### src/rtl/alu_issue_stage.sv
// rtl/alu_issue_stage.sv - ALU issue stage: select decode, operand B mux, 2-entry skid-buffered handshake
module alu_issue_stage #(
    parameter int N = 8
) (
    input  logic         clk,
    input  logic         rst_n,
    input  logic         flush,
    input  logic         in_valid,
    output logic         in_ready,
    input  logic [N-1:0] rs1_data,
    input  logic [N-1:0] rs2_data,
    input  logic [N-1:0] imm,
    input  logic         alu_src,
    input  logic [1:0]   alu_op,
    input  logic [2:0]   funct3,
    input  logic         funct7b5,
    input  logic         is_rtype,
    output logic         out_valid,
    input  logic         out_ready,
    output logic [N-1:0] op_a,
    output logic [N-1:0] op_b,
    output logic [3:0]   alu_sel,
    output logic         illegal
);

    typedef enum logic [1:0] {EMPTY, ONE, TWO} state_t;

    state_t       state, state_nxt;
    logic [3:0]   dec_sel;
    logic         dec_ill;
    logic [N-1:0] b_mux;
    logic         accept, consume;
    logic         load_new, load_skid, load_from_skid;
    logic [N-1:0] skid_a, skid_b;
    logic [3:0]   skid_sel;
    logic         skid_ill;

    always_comb begin
        dec_sel = 4'b1111;
        dec_ill = 1'b1;
        case (alu_op)
            2'b00: begin dec_sel = 4'b0010; dec_ill = 1'b0; end
            2'b01: begin dec_sel = 4'b0110; dec_ill = 1'b0; end
            2'b10: begin
                case (funct3)
                    3'b000: begin
                        dec_sel = (is_rtype && funct7b5) ? 4'b0110 : 4'b0010;
                        dec_ill = 1'b0;
                    end
                    3'b111: begin dec_sel = 4'b0000; dec_ill = 1'b0; end
                    3'b110: begin dec_sel = 4'b0001; dec_ill = 1'b0; end
                    default: ;
                endcase
            end
            default: ;
        endcase
    end

    assign b_mux     = alu_src ? imm : rs2_data;
    assign out_valid = (state != EMPTY);
    assign accept    = in_valid && in_ready;
    assign consume   = out_valid && out_ready;

    always_comb begin
        state_nxt      = state;
        load_new       = 1'b0;
        load_skid      = 1'b0;
        load_from_skid = 1'b0;
        case (state)
            EMPTY: if (accept) begin
                state_nxt = ONE;
                load_new  = 1'b1;
            end
            ONE: begin
                if (accept && consume) begin
                    load_new = 1'b1;
                end else if (accept) begin
                    load_skid = 1'b1;
                    state_nxt = TWO;
                end else if (consume) begin
                    state_nxt = EMPTY;
                end
            end
            TWO: if (consume) begin
                load_from_skid = 1'b1;
                state_nxt      = ONE;
            end
            default: state_nxt = EMPTY;
        endcase
        // Flush wins over any same-cycle transfer; the incoming entry is dropped.
        if (flush) begin
            state_nxt      = EMPTY;
            load_new       = 1'b0;
            load_skid      = 1'b0;
            load_from_skid = 1'b0;
        end
    end

    always_ff @(posedge clk or negedge rst_n) begin
        if (!rst_n) begin
            state    <= EMPTY;
            in_ready <= 1'b1;
        end else begin
            state    <= state_nxt;
            in_ready <= (state_nxt != TWO);
        end
    end

    always_ff @(posedge clk or negedge rst_n) begin
        if (!rst_n) begin
            op_a     <= '0;
            op_b     <= '0;
            alu_sel  <= 4'b1111;
            illegal  <= 1'b0;
            skid_a   <= '0;
            skid_b   <= '0;
            skid_sel <= 4'b1111;
            skid_ill <= 1'b0;
        end else begin
            if (flush) begin
                alu_sel <= 4'b1111;
            end else if (load_new) begin
                op_a    <= rs1_data;
                op_b    <= b_mux;
                alu_sel <= dec_sel;
                illegal <= dec_ill;
            end else if (load_from_skid) begin
                op_a    <= skid_a;
                op_b    <= skid_b;
                alu_sel <= skid_sel;
                illegal <= skid_ill;
            end
            if (load_skid) begin
                skid_a   <= rs1_data;
                skid_b   <= b_mux;
                skid_sel <= dec_sel;
                skid_ill <= dec_ill;
            end
        end
    end

endmodule

### config.mk
export PLATFORM = sky130hd
export DESIGN_NAME = alu_issue_stage
export DESIGN_NICKNAME = d
export VERILOG_FILES = /design/src/rtl/alu_issue_stage.sv
export SDC_FILE = /design/constraint.sdc
export NUM_CORES = 1
export LEC_CHECK = 0
export ABC_CLOCK_PERIOD_IN_PS = 3900
export CORE_MARGIN = 2
export CORE_UTILIZATION = 50
export DETAILED_ROUTE_END_ITERATION = 16
export PLACE_DENSITY = 0.82
export SLEW_MARGIN = 15
export SYNTH_ARGS = -nofsm -noshare
export SYNTH_HDL_FRONTEND = slang
export SYNTH_SLANG_ARGS = --single-unit
### constraint.sdc
create_clock -name clk -period 3.9 [get_ports clk]
set_input_delay 0.585 -clock clk [delete_from_list [all_inputs] [get_ports clk]]
set_output_delay 0.585 -clock clk [all_outputs]
set_load 0.005 [all_outputs]
==> results of run 1 <==
worst max path at each step:
| stage | to | from | slack (ns) |
|---|---|---|---|
| final | op_b[3] | out_ready | 1.36 |
| after global routing | op_b[1] | flush | 1.22 |
| after CTS | op_b[1] | out_ready | 1.37 |
| after detailed placement | op_b[3] | out_ready | 1.05 |
| after global placement | op_b[1] | flush | 1.10 |
| after floorplan | skid_a[0] | out_ready | 2.17 |
state kept, by name, indices dropped and copies added (netlist names):
register / cells
alu_sel: 4
skid_b: 8
op_a: 8
illegal: 1
skid_sel: 4
skid_a: 8
op_b: 8
in_ready: 1
state: 2
skid_ill: 1
cell type report:
type	instances	area, µm²
fill	288	1230
tap	50	62.6
timing repair buffer	61	601
inverter	1	3.75
multi-input combinational	112	858
sequential	45	1140
clock buffer	8	80.1
where the power goes:
part           switching [mW]  internal (mW)  leakage, nW
clock network           0.140          0.127       0.0395
logic                  0.0992          0.196        0.673
registers              0.0604          0.583        0.543
per-stage QoR:
step           util, %  power, mW  std cells  setup slack (ns)  hold slack [ns]
2_1_floorplan        -      0.783        168              2.17            0.289
3_3_place_gp      67.0      0.937        269              1.10            0.464
3_5_place_dp      67.0      0.947        269              1.05            0.464
4_1_cts           69.1       1.22        277              1.37            0.475
5_1_grt           69.1       1.28        277              1.22            0.505
6_report          69.1       1.21        277              1.36            0.441
logic make-up after synthesis:
group | after synthesis | share of synthesized area (%)
simple gates | 39 | 10.4
buf+inv | 11 | 2.63
mux | 20 | 12.0
compound gates | 53 | 19.4
flops | 45 | 55.5
layer usage:
metal  wire (µm)  track usage, %
met2        2090            34.3
met1        1950            28.0
met5           0               0
met4         108            11.8
met3         138            2.80
synthesized netlist by cell type:
| library cell | number |
|---|---|
| a21boi_0 | 2 |
| a21o_1 | 12 |
| a21oi_1 | 5 |
| a221o_1 | 8 |
| a22o_1 | 9 |
| a22oi_1 | 1 |
| and2_1 | 1 |
| and4bb_2 | 1 |
| buf_2 | 4 |
| buf_6 | 1 |
| clkbuf_1 | 5 |
| dfrtp_1 | 36 |
| dfstp_2 | 9 |
| inv_1 | 1 |
| mux2_2 | 1 |
| mux2_4 | 9 |
| mux2i_1 | 10 |
| nand2_1 | 11 |
| nand3b_4 | 1 |
| nand4b_1 | 2 |
| nor2_1 | 14 |
| nor2b_1 | 1 |
| nor2b_4 | 1 |
| nor3_1 | 2 |
| o211ai_1 | 1 |
| o21ai_0 | 9 |
| o21bai_1 | 1 |
| o22a_1 | 1 |
| o22ai_1 | 1 |
| o2bb2ai_1 | 3 |
| or2_2 | 1 |
| or3_1 | 3 |
| or3b_1 | 1 |
worst register-to-register path, cell delays in order (launching register included):
cell,delay [ns]
dfrtp_1,0.42
and4bb_2,0.68
nor2_1,0.33
buf_4,0.26
a221o_1,0.30
placed cells by master, fill, tap and decap left out, types with 5 or more instances in the layout:
master	Yosys	final
o21ai_0	9	9
mux2i_1	10	10
a21o_1	12	12
nand2_1	11	11
clkbuf_8	0	5
a22o_1	9	9
a21oi_1	5	5
mux2_4	9	9
nor2_1	14	14
dfrtp_1	36	36
dfstp_2	9	9
clkdlybuf4s50_1	0	58
a221o_1	8	8
==> out/qor.yml, run 1 <==
clock_network:
  cts_inserted_buffers: 5
  postCtsSetupBuffers: 0
  ctsResizeCount: 0
  clkSlewWorstSetupHoldPaths_ns: 0.08
  cts_max_level: 2
  cts.root.buffer_cell: "clkbuf_8"
  holdBufCountCts: 0
  clock_tree_from_tritoncts: "yes"
  cts_num_sinks: 45
  worstSkewPairLatency_ns: 0.29
  clock_path_buffers: 2
die:
  die_h_um: 68.0
  rows: 23
  die_area_um2: 4630
  initial_utilization_pct: 51.6
  core_area_um2: 3970
  die_x_um: 68.0
  top_level_ports: 60
placement:
  gp_congestion: 0.723
  detailed_place.area_um2: 2660
  portBuffers: 59
  post_dp_hpwl_um: 3000
cells_and_area:
  area.growth.synth_to_final_pct: 33.8
  stdcell_area_um2: 2740
  antennaDiodeCount: 0
  post_route_cells_drive_above_1_share_pct: 14.1
  nets: 263
worst_setup_path:
  regToRegSetupSlack_ns: 1.81
  cp_data_arrival_time_ns: 2.71
  timing.critical_path.from_type: "input port"
  crit_chain: "clkdlybuf4s50_1 > and4bb_2 > nor2_1 > buf_4 > a221o_1"
  reg2regPathDepth: 4
  class_of_the_most_critical_setup_path: "in2reg"
  endpoint_kind: "register"
  reg2reg_from: "state[0]"
  cp.depth: 5
  rr_endpoint: "op_b[3]"
  critPathSlowestCell: "and4bb_2"
  worst_ep_required_time_ns: 4.07
  worst_path_largest_cell_delay_ns: 0.64
  crit_buf_inv: 2
  critical-path-top-delay-family: "simple AND/OR/NAND/NOR gates"
  path_max_fanout: 23
logic_synthesis:
  mappedNetlistArea_um2: 2050
  yosys_warnings: 0
  synth_sequential_area_ratio_pct: 55.5
  postSynthNetCount: 205
  synth_top_area_share_pct: 44.0
  synth_area_leaders: "dfrtp_1, dfstp_2, mux2_4"
  yosysUniqueCellTypes: 33
  synth_area_per_cell_um2: 12.2
  synth_seq_cells: 45
  synth_top_area_cell: "dfrtp_1"
  synthCells: 168
timing:
  worst_slew_margin_rel_pct: 36.1
  hold_violations: 0
  fin_crit_ns: 2.54
  fin_worst_skew_ns: 0.00649
  grt_setup_unrepaired: "false"
  max_slew.worst_pin.slew_ns: 0.959
  final-max-slew-violation-count: 0
  totalNegativeSetupSlack_ns: 0
  finalSetupViolations: 0
  fmax_mhz: 394
  fin_crit_sh_pct: 65.0
detailed_routing:
  drt-vias-per-instance: 5.62
  drt_wl_total_um: 4290
  route.detailed.drc: 0
  wire_per_inst_um: 15.5
  post_route_antenna_net_violation_count: 0
  route.vias.total: 1556
  first_pass_iteration_count_of_the_detailed_router: 4
  drtIter0Drc: 99
outcome:
  run_status: "finished clean"
grt:
  vias_in_the_first_global_route: 1554
  grt.overflow.total: 0
  grt_start_max_net_pins: 46
  grtUsageTotal_pct: 21.4
  grt_first_pass_wirelength_um: 7240
  grt_antenna_before_repair: 0
hold_path:
  worst_hold_path_class: "in2async"
run:
  max_cap_viol_count: 0
power_and_ir_drop:
  ir_drop_uv: 203
  power_per_cell_area_nw_per_um2: 440
  p_leak_nw: 1.26
No activity file was read; power rests on OpenSTA's default activity.
==> run 2: changes to the inputs <==
--- a/config.mk
+++ b/config.mk
@@ -5,11 +5,11 @@
 export SDC_FILE = /design/constraint.sdc
 export NUM_CORES = 1
 export LEC_CHECK = 0
-export ABC_CLOCK_PERIOD_IN_PS = 3900
+export ABC_CLOCK_PERIOD_IN_PS = 2080
 export CORE_MARGIN = 2
-export CORE_UTILIZATION = 50
+export CORE_UTILIZATION = 42
 export DETAILED_ROUTE_END_ITERATION = 16
-export PLACE_DENSITY = 0.82
+export PLACE_DENSITY = 0.73
 export SLEW_MARGIN = 15
 export SYNTH_ARGS = -nofsm -noshare
 export SYNTH_HDL_FRONTEND = slang
==> constraint.sdc (replaced) <==
create_clock -name clk -period 2.08 [get_ports clk]
set_input_delay 0.312 -clock clk [delete_from_list [all_inputs] [get_ports clk]]
set_output_delay 0.312 -clock clk [all_outputs]
set_load 0.005 [all_outputs]
==> run 2 against run 1 <==
Net effect:
- power is 90% higher
- clock skew is 0.0032 ns higher
- utilization is 8.9 points lower
- die area is 18% higher
==> out/qor.yml, run 2 (synthesis gave the netlist of run 1 again) <==
run:
  max_cap_viol_count: 0  # unchanged
die:
  die_h_um: 73.9  # +8.6%
  initial_utilization_pct: 43.4  # -8.2 points
  core_area_um2: 4720  # +19%
  top_level_ports: 60  # unchanged
  die_area_um2: 5450  # +18%
  rows: 25  # +8.7%
  die_x_um: 73.9  # +8.6%
power_and_ir_drop:
  internal-power_mw: 1.71  # +88%
  power_frac_comb_pct: 24.5  # about the same
  totalPowerFinal_mw: 2.29  # +90%
  seqPwrFrac_pct: 52.4  # -1.0 points
  ir_drop_uv: 307  # +51%
  clockPowerShare_pct: 23.1  # +1.0 points
  switching_share_pct: 25.6  # +0.76 points
  p_sw_mw: 0.587  # +96%
  power_per_cell_area_nw_per_um2: 808  # +84%
  p_leak_nw: 1.30  # +3.3%
grt:
  grtUsageTotal_pct: 17.4  # -4.0 points
  grt.overflow.total: 0  # unchanged
  grt_antenna_before_repair: 0  # unchanged
  vias_in_the_first_global_route: 1472  # -5.3%
  grt_first_pass_wirelength_um: 7180  # -0.77%
  grt_start_max_net_pins: 23  # -50%
detailed_routing:
  post_route_antenna_net_violation_count: 0  # unchanged
  route.detailed.drc: 0  # unchanged
  route.vias.total: 1572  # +1.0%
  drt_wl_total_um: 4430  # +3.2%
  first_pass_iteration_count_of_the_detailed_router: 4  # unchanged
  drtIter0Drc: 160  # +62%
  wire_per_inst_um: 14.6  # -5.7%
  drt-vias-per-instance: 5.19  # -7.6%
clock_network:
  clock_path_buffers: 2  # unchanged
  cts_inserted_buffers: 5  # unchanged
  clkSlewWorstSetupHoldPaths_ns: 0.09  # about the same
  cts_max_level: 2  # unchanged
  cts_num_sinks: 45  # unchanged
  worstSkewPairLatency_ns: 0.30  # about the same
  clock_tree_from_tritoncts: "yes"
  cts.root.buffer_cell: "clkbuf_8"
cells_and_area:
  nets: 272  # +3.4%
  layout.cells.most_common: "clkdlybuf4s50_1"
  post_route_cells_drive_above_1_share_pct: 17.4  # +3.3 points
  fillerInstances: 412  # +43%
  layoutNonFillerInstCount: 303  # +9.4%
  area.growth.synth_to_final_pct: 38.6
  layout.core_utilization_pct: 60.1  # -8.9 points
  stdcell_area_um2: 2840  # +3.6%
  multi_input_combinational_cell_area_um2: 861  # +0.29%
  area.sequential_um2: 1140  # unchanged
  antennaDiodeCount: 0  # unchanged
  layout_common_cells: "clkdlybuf4s50_1, dfrtp_1, nor2_1, a21o_1, nand2_1"
placement:
  post_dp_hpwl_um: 3210  # +7.0%
  dp_slack_ns: -0.248  # -1.30 ns
  post-place-cells: 294  # +9.3%
  gp_congestion: 0.723  # unchanged
  portBuffers: 59  # unchanged
  detailed_place.area_um2: 2740  # +3.1%
worst_setup_path:
  cp_data_arrival_time_ns: 1.48  # -1.23 ns
  timing.critical_path.from_type: "register"
  endpoint_kind: "output pin"
  worst_ep_required_time_ns: 1.77  # -2.30 ns
  regToRegSetupSlack_ns: 0.36  # -1.45 ns
  class_of_the_most_critical_setup_path: "reg2out"
  path_max_fanout: 6  # -74%
timing:
  fmax_mhz: 558
  finalSetupViolations: 0  # unchanged
  final-max-slew-violation-count: 0  # unchanged
  fin_crit_ns: 1.79
  final.hold.worst_slack_ns: 0.479  # +0.0381 ns
  totalNegativeSetupSlack_ns: 0  # unchanged
  hold_violations: 0  # unchanged
  fin_crit_sh_pct: 86.2
  worst_slack_ns: 0.288  # -1.08 ns
  worst_slew_margin_rel_pct: 52.0  # +16 points
  max_slew.worst_pin.slew_ns: 0.719  # -0.239 ns
  grt_setup_unrepaired: "false"
  fin_worst_skew_ns: 0.00968  # +0.00319 ns
hold_path:
  worst_hold_path_class: "in2async"
outcome:
  run_status: "finished clean"
==> run 2: cell count changes in the layout (fill, tap and decap cells not counted), sizes merged <==
cell	previous run	this run
buf	3	11
dlygate4sd3	0	1
clkbuf	8	7
clkinvlp	0	1
==> run 2: worst paths after layout <==
check | from | endpoint | depth (start not counted)
min reg2reg | op_a[5] | op_a[5] | 1
max reg2reg | in_ready | skid_a[6] | 4
max in group asynchronous | rst_n | alu_sel[1] | 3
min | rst_n | op_b[1] | 2
min in group clk | op_a[5] | op_a[5] | 1
max | state[1] | out_valid | 2
==> run 2: critical path: stages, from the launching register on <==
cell,delay (ns)
dfrtp_1,0.44
or2_2,0.31
clkdlybuf4s50_1,0.44
==> run 2: per-layer routing <==
layer | global-route usage [%] | share of wire (%) | up-vias
li1 | - | - | 758
met1 | 25.0 | 46 | 763
met2 | 25.9 | 48 | 44
met3 | 3.98 | 5.5 | 7
met4 | 6.06 | 1.1 | 0
met5 | 0 | 0 | -
==> run 2: cell type report <==
class | count | share of cell area [%]
sequential | 45 | 40.0
multi-input combinational | 112 | 30.3
timing repair buffer | 70 | 23.6
tap | 67 | 2.95
clock buffer | 7 | 2.69
clock inverter | 1 | 0.264
inverter | 1 | 0.132
==> run 2: power groups by stage <==
stage | logic, mW | clock network (mW) | registers (mW)
floorplan | 0.266 | 0 | 1.20
global placement | 0.553 | 0 | 1.21
detailed placement | 0.568 | 0 | 1.22
CTS | 0.572 | 0.540 | 1.20
global route | 0.624 | 0.579 | 1.23
finish | 0.562 | 0.530 | 1.20
==> run 2: what timing repair did <==
action | CTS | global route
hold endpoints to repair | 17 | 0
buffers inserted | 0 | 0
hold buffers | 1 | 0
endpoints found under the setup margin | 0 | 8
gates resized for setup | 0 | 1
==> run 3: changes to the inputs <==
--- a/config.mk
+++ b/config.mk
@@ -9,6 +9,7 @@
 export CORE_MARGIN = 2
 export CORE_UTILIZATION = 42
 export DETAILED_ROUTE_END_ITERATION = 16
+export HOLD_SLACK_MARGIN = 0.06
 export PLACE_DENSITY = 0.73
 export SLEW_MARGIN = 15
 export SYNTH_ARGS = -nofsm -noshare
==> results of run 3 <==
Final layout, timing and power as in run 2 (identical DEF).
